==> config.mk <==
export PLATFORM = sky130hd
export DESIGN_NAME = fetch_next_pc_predictor
export DESIGN_NICKNAME = d
export VERILOG_FILES = /design/src/rtl/fetch_next_pc_predictor.sv
export SDC_FILE = /design/constraint.sdc
export NUM_CORES = 2
export LEC_CHECK = 0
export BUFFER_PORTS_ARGS = -buffer_cell sky130_fd_sc_hd__buf_2
export CORE_UTILIZATION = 56
export DETAILED_ROUTE_END_ITERATION = 6
export PLACE_DENSITY = 0.81
export RECOVER_POWER = 25
export SLEW_MARGIN = 20
export SYNTH_ARGS = -nofsm -noshare
export SYNTH_HDL_FRONTEND = slang
export SYNTH_SLANG_ARGS = --single-unit
==> constraint.sdc <==
create_clock -name clk -period 4.45 [get_ports clk]
set_input_delay 0 -clock clk [delete_from_list [all_inputs] [get_ports clk]]
set_output_delay 0 -clock clk [all_outputs]
set_load 0.01 [all_outputs]
==> src/rtl/fetch_next_pc_predictor.sv <==
`default_nettype none
// ============================================================================
// fetch_next_pc_predictor : fetch PC, direct-mapped BTB and execute redirect
// Revision: 1.0
// ============================================================================
module fetch_next_pc_predictor #(
  parameter logic [31:0] RESET_PC    = 32'h0000_0060,
  parameter int          BTB_ENTRIES = 32
) (
  input  logic        clk,
  input  logic        rst_n,
  input  logic        mem_stall,
  output logic [31:0] pc_out,
  input  logic        bht_taken,
  output logic        pred_taken,
  input  logic        br_info_avail,
  input  logic        ex_taken,
  input  logic        ex_uncond,
  input  logic [31:0] ex_target,
  output logic        flush,
  output logic [31:0] br_count,
  output logic [31:0] mispred_count
);

  localparam int c_IDX_W = $clog2(BTB_ENTRIES);
  localparam int c_TAG_W = 30 - c_IDX_W;

  logic [31:0]            r_pc;

  logic [BTB_ENTRIES-1:0] r_btb_valid;
  logic [BTB_ENTRIES-1:0] r_btb_uncond;
  logic [c_TAG_W-1:0]     r_btb_tag    [BTB_ENTRIES];
  logic [31:0]            r_btb_target [BTB_ENTRIES];

  logic                   r_dec_valid;
  logic [31:0]            r_dec_pc;
  logic                   r_dec_pred_taken;
  logic [31:0]            r_dec_pred_target;
  logic                   r_ex_valid;
  logic [31:0]            r_ex_pc;
  logic                   r_ex_pred_taken;
  logic [31:0]            r_ex_pred_target;

  logic [31:0]            r_br_count;
  logic [31:0]            r_mispred_count;

  logic [c_IDX_W-1:0]     w_idx;
  logic [c_TAG_W-1:0]     w_tag;
  logic [c_IDX_W-1:0]     w_ex_idx;
  logic [c_TAG_W-1:0]     w_ex_tag;
  logic                   w_hit;
  logic                   w_pred_taken;
  logic [31:0]            w_pred_next;
  logic                   w_res;
  logic                   w_redirect;
  logic [31:0]            w_actual_next;
  logic                   w_btb_wr;

  // Fetch-side lookup: purely combinational from the current PC.
  assign w_idx        = r_pc[c_IDX_W+1:2];
  assign w_tag        = r_pc[31:c_IDX_W+2];
  assign w_hit        = r_btb_valid[w_idx] && (r_btb_tag[w_idx] == w_tag);
  assign w_pred_taken = w_hit && (r_btb_uncond[w_idx] || bht_taken);
  assign w_pred_next  = w_pred_taken ? r_btb_target[w_idx] : r_pc + 32'd4;

  // Execute-side resolution against the prediction carried down the pipe.
  assign w_ex_idx      = r_ex_pc[c_IDX_W+1:2];
  assign w_ex_tag      = r_ex_pc[31:c_IDX_W+2];
  assign w_res         = br_info_avail && r_ex_valid && !mem_stall;
  assign w_actual_next = ex_taken ? ex_target : r_ex_pc + 32'd4;
  assign w_redirect    = w_res && ((ex_taken != r_ex_pred_taken) ||
                                   (ex_taken && (ex_target != r_ex_pred_target)));
  assign w_btb_wr      = w_res && ex_taken;

  assign pc_out        = r_pc;
  assign pred_taken    = w_pred_taken;
  assign flush         = w_redirect;
  assign br_count      = r_br_count;
  assign mispred_count = r_mispred_count;

  always_ff @(posedge clk or negedge rst_n) begin
    if (!rst_n) begin
      r_pc <= RESET_PC;
    end else if (!mem_stall) begin
      r_pc <= w_redirect ? w_actual_next : w_pred_next;
    end
  end

  always_ff @(posedge clk or negedge rst_n) begin
    if (!rst_n) begin
      r_dec_valid       <= 1'b0;
      r_dec_pc          <= '0;
      r_dec_pred_taken  <= 1'b0;
      r_dec_pred_target <= '0;
      r_ex_valid        <= 1'b0;
      r_ex_pc           <= '0;
      r_ex_pred_taken   <= 1'b0;
      r_ex_pred_target  <= '0;
    end else if (!mem_stall) begin
      if (w_redirect) begin
        r_dec_valid <= 1'b0;
        r_ex_valid  <= 1'b0;
      end else begin
        r_dec_valid       <= 1'b1;
        r_dec_pc          <= r_pc;
        r_dec_pred_taken  <= w_pred_taken;
        r_dec_pred_target <= w_pred_next;
        r_ex_valid        <= r_dec_valid;
        r_ex_pc           <= r_dec_pc;
        r_ex_pred_taken   <= r_dec_pred_taken;
        r_ex_pred_target  <= r_dec_pred_target;
      end
    end
  end

  always_ff @(posedge clk or negedge rst_n) begin
    if (!rst_n) begin
      r_br_count      <= '0;
      r_mispred_count <= '0;
    end else begin
      if (w_res) begin
        r_br_count <= r_br_count + 32'd1;
      end
      if (w_redirect) begin
        r_mispred_count <= r_mispred_count + 32'd1;
      end
    end
  end

  // Only the valid/uncond bits need clearing; tag and target are qualified by valid.
  always_ff @(posedge clk or negedge rst_n) begin
    if (!rst_n) begin
      r_btb_valid  <= '0;
      r_btb_uncond <= '0;
    end else if (w_btb_wr) begin
      r_btb_valid[w_ex_idx]  <= 1'b1;
      r_btb_uncond[w_ex_idx] <= ex_uncond;
    end
  end

  always_ff @(posedge clk) begin
    if (w_btb_wr) begin
      r_btb_tag[w_ex_idx]    <= w_ex_tag;
      r_btb_target[w_ex_idx] <= ex_target;
    end
  end

endmodule
`default_nettype wire

=== Word level (Yosys, flattened, before mapping) ===
Memories as Yosys holds them, arrays and structs flattened.
Index checks and enable logic that the tools add are counted.
Widths: inputs -> output; s select.

* Output and inout bits: 98
* Bits in writable memories: 1824
* Flip-flop bits (word level): 292
* Logic and storage cells: 54
* Memories: 2

* Reduce and logical (&&, ||, !) cells: 12
* Add/sub/neg operators: 4
* Multiplexer cells: 14
* Eq/ne operators: 3
* Bitwise gates (word level): 3
* Magnitude comparators: 3

{| class="wikitable"
|+ Memories
! memory !! depth !! bits a word !! rd ports !! clocked after Yosys merged registers in !! write ports !! line !! RTL
|-
| r_btb_target || 32 || 32 || 1 || 0 || 1 || 33 || <nowiki>logic [31:0] r_btb_target [BTB_ENTRIES];</nowiki>
|-
| r_btb_tag || 32 || 25 || 1 || 0 || 1 || 32 || <nowiki>logic [c_TAG_W-1:0] r_btb_tag [BTB_ENTRIES];</nowiki>
|}

{| class="wikitable"
|+ Operators by type and width
! kind !! number
|-
| $mux 32 || 3
|-
| $add 32x1->32 const B || 2
|-
| $add 32x3->32 const B || 2
|-
| $bwmux 32 || 1
|-
| $ne 32x32->1 || 1
|-
| $or 32x32->32 || 1
|-
| $eq 25x25->1 || 1
|-
| $lt 5x6->1 const B || 2
|-
| $bmux 1 s5 || 2
|-
| $logic_and 1x1->1 || 8
|-
| $mux 1 || 7
|-
| $demux 1 s5 || 1
|-
| $ge 5x1->1 const B || 1
|-
| $logic_or 1x1->1 || 2
|-
| $not 1->1 || 2
|-
| $reduce_and 2->1 || 1
|-
| $logic_not 1->1 || 1
|-
| $ne 1x1->1 || 1
|}

=== Logic depth before layout (Yosys ltp) ===
* Depth after elaboration: 6
* Mapped depth: 17

=== Least setup slack after synthesis ===
Ideal clock, no wire load.

* Path type: reg-to-reg
* Start point: register r_ex_pc[4]
* End point: register r_btb_uncond[16]
* Required time: 4323 ps
* Setup slack: 287 ps
* Arrival: 4036 ps
* Library setup time: 127 ps
* Cell stages (with the launch flop): 5
* Clock period less this slack: 4163 ps
* Buffers on the path: 1
* Path through: dfrtp_1 -> buf_1 -> or3b_2 -> nor2_1 -> mux2_2

* Word-level cells in the longest chain between the ends: 5
* Elaborated cells between the ends (all ways): 6
* Those cells by class: order compare: 2; mux: 3; reduce/logical: 1

{| class="wikitable"
|+ RTL lines
! item !! line !! RTL
|-
| from (decl) || 40 || <nowiki>logic [31:0] r_ex_pc;</nowiki>
|-
| from (signal assigned) || 109 || <nowiki>r_ex_pc <= r_dec_pc;</nowiki>
|-
| $lt 5x6->1 (implied by the code) or $ge 5x1->1 (tied branches) || 137 || <nowiki>r_btb_uncond[w_ex_idx] <= ex_uncond;</nowiki>
|-
| $logic_and 1x1->1 (implied by the code) || 137 ||
|-
| $mux 1 (implied by the code) || 137 ||
|-
| $demux 1 s5 (*) || 137 ||
|-
| $bwmux 32 (*) || 137 ||
|-
| to (signal, indexed assignment) || 137 ||
|-
| to (decl) || 31 || <nowiki>logic [BTB_ENTRIES-1:0] r_btb_uncond;</nowiki>
|}

Every way passes the cells marked *; elsewhere a longest branch is shown, timed or not.
A chain may end at the register's enable or synchronous reset.

=== Final worst setup path ===
* Start point: register r_pc[2] (netlist: pc_out[2])
* End point: output port pred_taken

* Word-level cells in the longest chain between the ends: 4
* Elaborated cells between the ends (all ways): 9
* Those cells by class: eq/ne: 1; mux: 4; reduce/logical: 3; memory: 1

{| class="wikitable"
|+ RTL lines
! item !! line !! RTL
|-
| from (decl) || 28 || <nowiki>logic [31:0] r_pc;</nowiki>
|-
| from (signal assigned) || 85 || <nowiki>r_pc <= w_redirect ? w_actual_next : w_pred_next;</nowiki>
|-
| $mem_v2 32x25 (tied with other cells) || n/a ||
|-
| $eq 25x25->1 (tied with other cells) || 62 || <nowiki>assign w_hit = r_btb_valid[w_idx] && (r_btb_tag[w_idx] == w_tag);</nowiki>
|-
| $logic_and 1x1->1 or $logic_or 1x1->1 (tied branches) || 62, 63 ||
|-
| $logic_and 1x1->1 (*) || 63 || <nowiki>assign w_pred_taken = w_hit && (r_btb_uncond[w_idx] || bht_taken);</nowiki>
|-
| to (decl) || 15 || <nowiki>output logic pred_taken,</nowiki>
|}

Every way passes the cells marked *; elsewhere a longest branch is shown, timed or not. The select of a mux whose other input is x is not followed.

==> results summary <==
The run finished, with violations left. The checks that failed: capacitance limit, slew limit, setup timing. The synthesized netlist net count is between 4,000 and 5,000.

TritonCTS built the clock tree. The first global-routing pass estimated 335 mm of wire. For this configuration, the core starts out at a cell density of 56.4%. The endpoint identified for the worst register-to-register timing path is r_dec_pred_target[28]. The buffer levels on the longest clock path is 3. The Yosys step of the flow raised 0 warnings. The power density of the placed cells is 557 nW/um^2. Ranked by total cell area, the synthesized netlist is headed by sky130_fd_sc_hd__edfxtp_1 (66%), sky130_fd_sc_hd__mux4_2 (13%), sky130_fd_sc_hd__dfrtp_1 (8.7%). The cell sitting at the root of the clock tree is a sky130_fd_sc_hd__clkbuf_16.

The remaining max-slew budget at the tightest pin came out at -13.6%. The fraction of the yosys area taken by sequential cells is 74.6%. The initial antenna violation count is 7. The detail route stage leaves a number of antenna-violating nets equal to 0. The detailed-route via count is ~47,000. The minimum period implied by the final worst setup slack is 4580 ps. The final count of negative-setup-slack endpoints came out at 3. The count of pins on the block boundary is approximately 140. After detailed routing, the average wire length per cell comes to between 30 and 40 um. The beginning of the worst hold path is bht_taken.

Of the post-synthesis cell area, the dominant cell type holds around two thirds. The count of pins over their slew limit is 485. After synthesis the netlist holds a flip-flop and latch count of ~2,100. The fraction of layout instances using a drive strength above 1 came out at 27.9%. The worst-margin pin slew is 1700 ps. The most common cell in the synthesized netlist is sky130_fd_sc_hd__edfxtp_1. The arrival time reported for the critical path endpoint came out at approximately 4600 ps.

The final period utilization came out at 103%. The floorplan die height came out at between 300 and 400 um. Yosys mapped a number of flops with a built-in enable equal to 1,824. The total area inside the core boundary comes to 148,000 sq um. Setup repair after global routing could not meet its margin everywhere. For this run, the post-layout net count is approximately 4,700.

The H-tree was split into 4 levels. The biggest area contributor in the post-synthesis netlist is sky130_fd_sc_hd__edfxtp_1. The clock-pin slew on the worst setup and hold paths came out at 70 ps. The register-to-register path setup slack came out at -20 ps. The path with the worst hold slack has its endpoint at pc_out[6].

After synthesis, the most frequently instantiated cells are sky130_fd_sc_hd__edfxtp_1 (1,824), sky130_fd_sc_hd__mux4_2 (471), sky130_fd_sc_hd__nand2_1 (320). The later pin in the worst-skew pair is clocked with a latency of 830 ps. The endpoint class of the critical path is an output port. The setup slack after layout came out at -127 ps. The number of cells on the worst hold path came out at 7.

After detailed routing, the total wire length is 239 mm. The via density per instance is between 6 and 7. The site row count is 141. The number of violations of the max-capacitance limit came out at 15. The detailed-routing iteration count for the pre-antenna-repair pass came out at 7. Synthesis instantiated 60 different standard cells from the library. The setup clock skew after layout came out at 25.5 ps. The logic depth of the worst register-to-register path came out at 11. In this run the critical register-to-register path is launched from pc_out[6]. The maximum net fanout on the critical path is 21. The remaining global-route overflow came out at 0.

STA classifies the critical path startpoint as a register. The final count of hold timing violations is 0. The count of placed standard cells including taps came out at 6,337.

After detailed routing, the number of remaining DRC violations is 0. In this run, CTS created clock tree buffers numbering 198. The path class of the tightest hold or removal check is input port to register. The startpoint-to-endpoint class of the critical path is register to output port. For this design, the sink count on the clock tree is between 2,000 and 2,500. The maximum number of pins on one net before global-route repair is 141. Hold is met by 203 ps. In the global route stage, overall resource usage came out at 31.6%. The area of the die is approximately 150,000 sq um. The most used flip-flop cell after synthesis is sky130_fd_sc_hd__edfxtp_1. The HPWL reported at the end of detailed placement is 135 mm. The last weighted congestion value of the routability-driven placer is 0.926. The worst vdd rail ir drop is 539 uV. The synthesis-to-finish area growth is 15.1%. The highest clock rate is between 200 and 250 MHz.

Leaving out filler cells and counting taps, the final layout contains ~6,800. After the first detailed-routing iteration, the DRC count stood at just over 8,000. The width of the die is 387 um.

The total leakage power is ~0.033 uW. The average cell area after synthesis is 19.8 sq um. The post-synthesis cell area is 83,200 sq um. Synthesis handed over a netlist of around 4,200 instances. The count of buffers from port buffering came out at 136. At the worst endpoint, the required time is 4450 ps.

The share of synthesized flip-flops with an asynchronous set or reset came out at around 14%. The via count of the first global-routing pass came out at 46,700.
==> per-layer routing <==
layer	vias up	track usage (%)	share of wire, %
li1	17900	-	-
met1	24100	41.9	34
met2	4168	48.5	47
met3	805	9.11	14
met4	12	15.2	5.5
met5	-	0	0.029
==> registers in the layout (all words and copies together) (netlist names) <==
name and count:
r_ex_pc 32, r_dec_pred_taken 1, mispred_count 32, r_dec_pc 32, r_ex_pred_taken 1, r_btb_tag 800, r_btb_target 1024, r_ex_valid 1
r_dec_pred_target 32, r_btb_uncond 32, r_ex_pred_target 32, r_dec_valid 1, br_count 32, pc_out 32, r_btb_valid 32
==> layout make-up <==
cell class | count | area [sq um]
sequential | 2116 | 62100
clock buffer | 234 | 5200
timing repair buffer | 472 | 4130
fill | 9081 | 51900
clock inverter | 140 | 1480
antenna | 2 | 5.00
tap | 1930 | 2410
inverter | 13 | 53.8
multi-input combinational | 1863 | 20400
==> cell usage in the layout, fill, tap and decap left out, drive strengths merged, types with 7 or more instances in the layout <==
cell,instances
a211oi,19
a21oi,29
a221oi,19
a22o,8
a22oi,56
a31oi,7
and2,7
and3,28
and4,11
buf,376
bufinv,26
clkbuf,289
clkinv,97
clkinvlp,10
dfrtp,290
dlygate4sd3,38
edfxtp,1824
ha,7
inv,20
mux2,113
mux2i,160
mux4,471
nand2,320
nand3,61
nand4,27
nor2,80
nor2b,10
nor3,8
nor4,10
o21ai,115
o221ai,16
o22ai,29
or2,35
xnor2,92
xor2,79
==> worst max-delay path by stage <==
stage                       end  cells past startpoint  slack, ps        from
2_1_floorplan  r_btb_uncond[16]                      4        290  r_ex_pc[4]
3_3_place_gp          pc_out[3]                     14       -140   pc_out[2]
3_5_place_dp          pc_out[3]                     14       -180   pc_out[2]
4_1_cts              pred_taken                     10          9   pc_out[3]
5_1_grt              pred_taken                     11       -160   pc_out[2]
6_report             pred_taken                     13       -130   pc_out[2]
==> cell families after synthesis <==
| group | count (synthesis) | synth area share [%] |
|---|---|---|
| flip-flops | 2116 | 74.6 |
| multiplexers | 744 | 16.2 |
| AND/OR/NAND/NOR | 623 | 3.46 |
| AO/OA/AOI/OAI | 318 | 2.46 |
| buffers and inverters | 234 | 1.36 |
| XOR/XNOR | 171 | 1.80 |
| adder cells (fa/ha/maj) | 7 | 0.105 |
==> where the power goes <==
part	internal, uW	switching, uW	total [uW]
clock	9910	7600	17500
combinational	5150	6970	12100
sequential	22800	868	23700
total	37900	15400	53300
==> what timing repair did <==
item / CTS / global route
hold buffers: 39 / 0
buffers inserted: 12 / 0
gates cloned: 3 / 0
gates resized for setup: 31 / 5
setup endpoints to repair: 64 / 34
pin swaps: 3 / 0
hold endpoints to repair: 1265 / 0
==> stage by stage <==
step | utilization (%) | instance area [sq um] | total power, uW | TNS (ps) | setup slack, ps
2_1_floorplan | - | 83200 | 31000 | 0 | 287
3_3_place_gp | 59.8 | 88300 | 35000 | -3060 | -141
3_5_place_dp | 59.8 | 88400 | 35300 | -5910 | -182
4_1_cts | 64.9 | 95800 | 52900 | 0 | 8.96
5_1_grt | 64.8 | 95700 | 54400 | -234 | -165
6_report | 64.8 | 95700 | 53300 | -152 | -127
==> critical path, stage by stage (launching register included) <==
cell and delay, ps:
sky130_fd_sc_hd__dfrtp_4 560, sky130_fd_sc_hd__buf_4 180, sky130_fd_sc_hd__buf_12 190, sky130_fd_sc_hd__buf_6 230
sky130_fd_sc_hd__mux4_2 570, sky130_fd_sc_hd__o22ai_1 190, sky130_fd_sc_hd__nor4_1 80, sky130_fd_sc_hd__buf_4 170
sky130_fd_sc_hd__xnor2_1 230, sky130_fd_sc_hd__nand4_1 240, sky130_fd_sc_hd__or4_4 590, sky130_fd_sc_hd__nor2_1 140
sky130_fd_sc_hd__buf_4 190, sky130_fd_sc_hd__buf_2 150
Note: power is estimated with default switching activity, not from simulation.
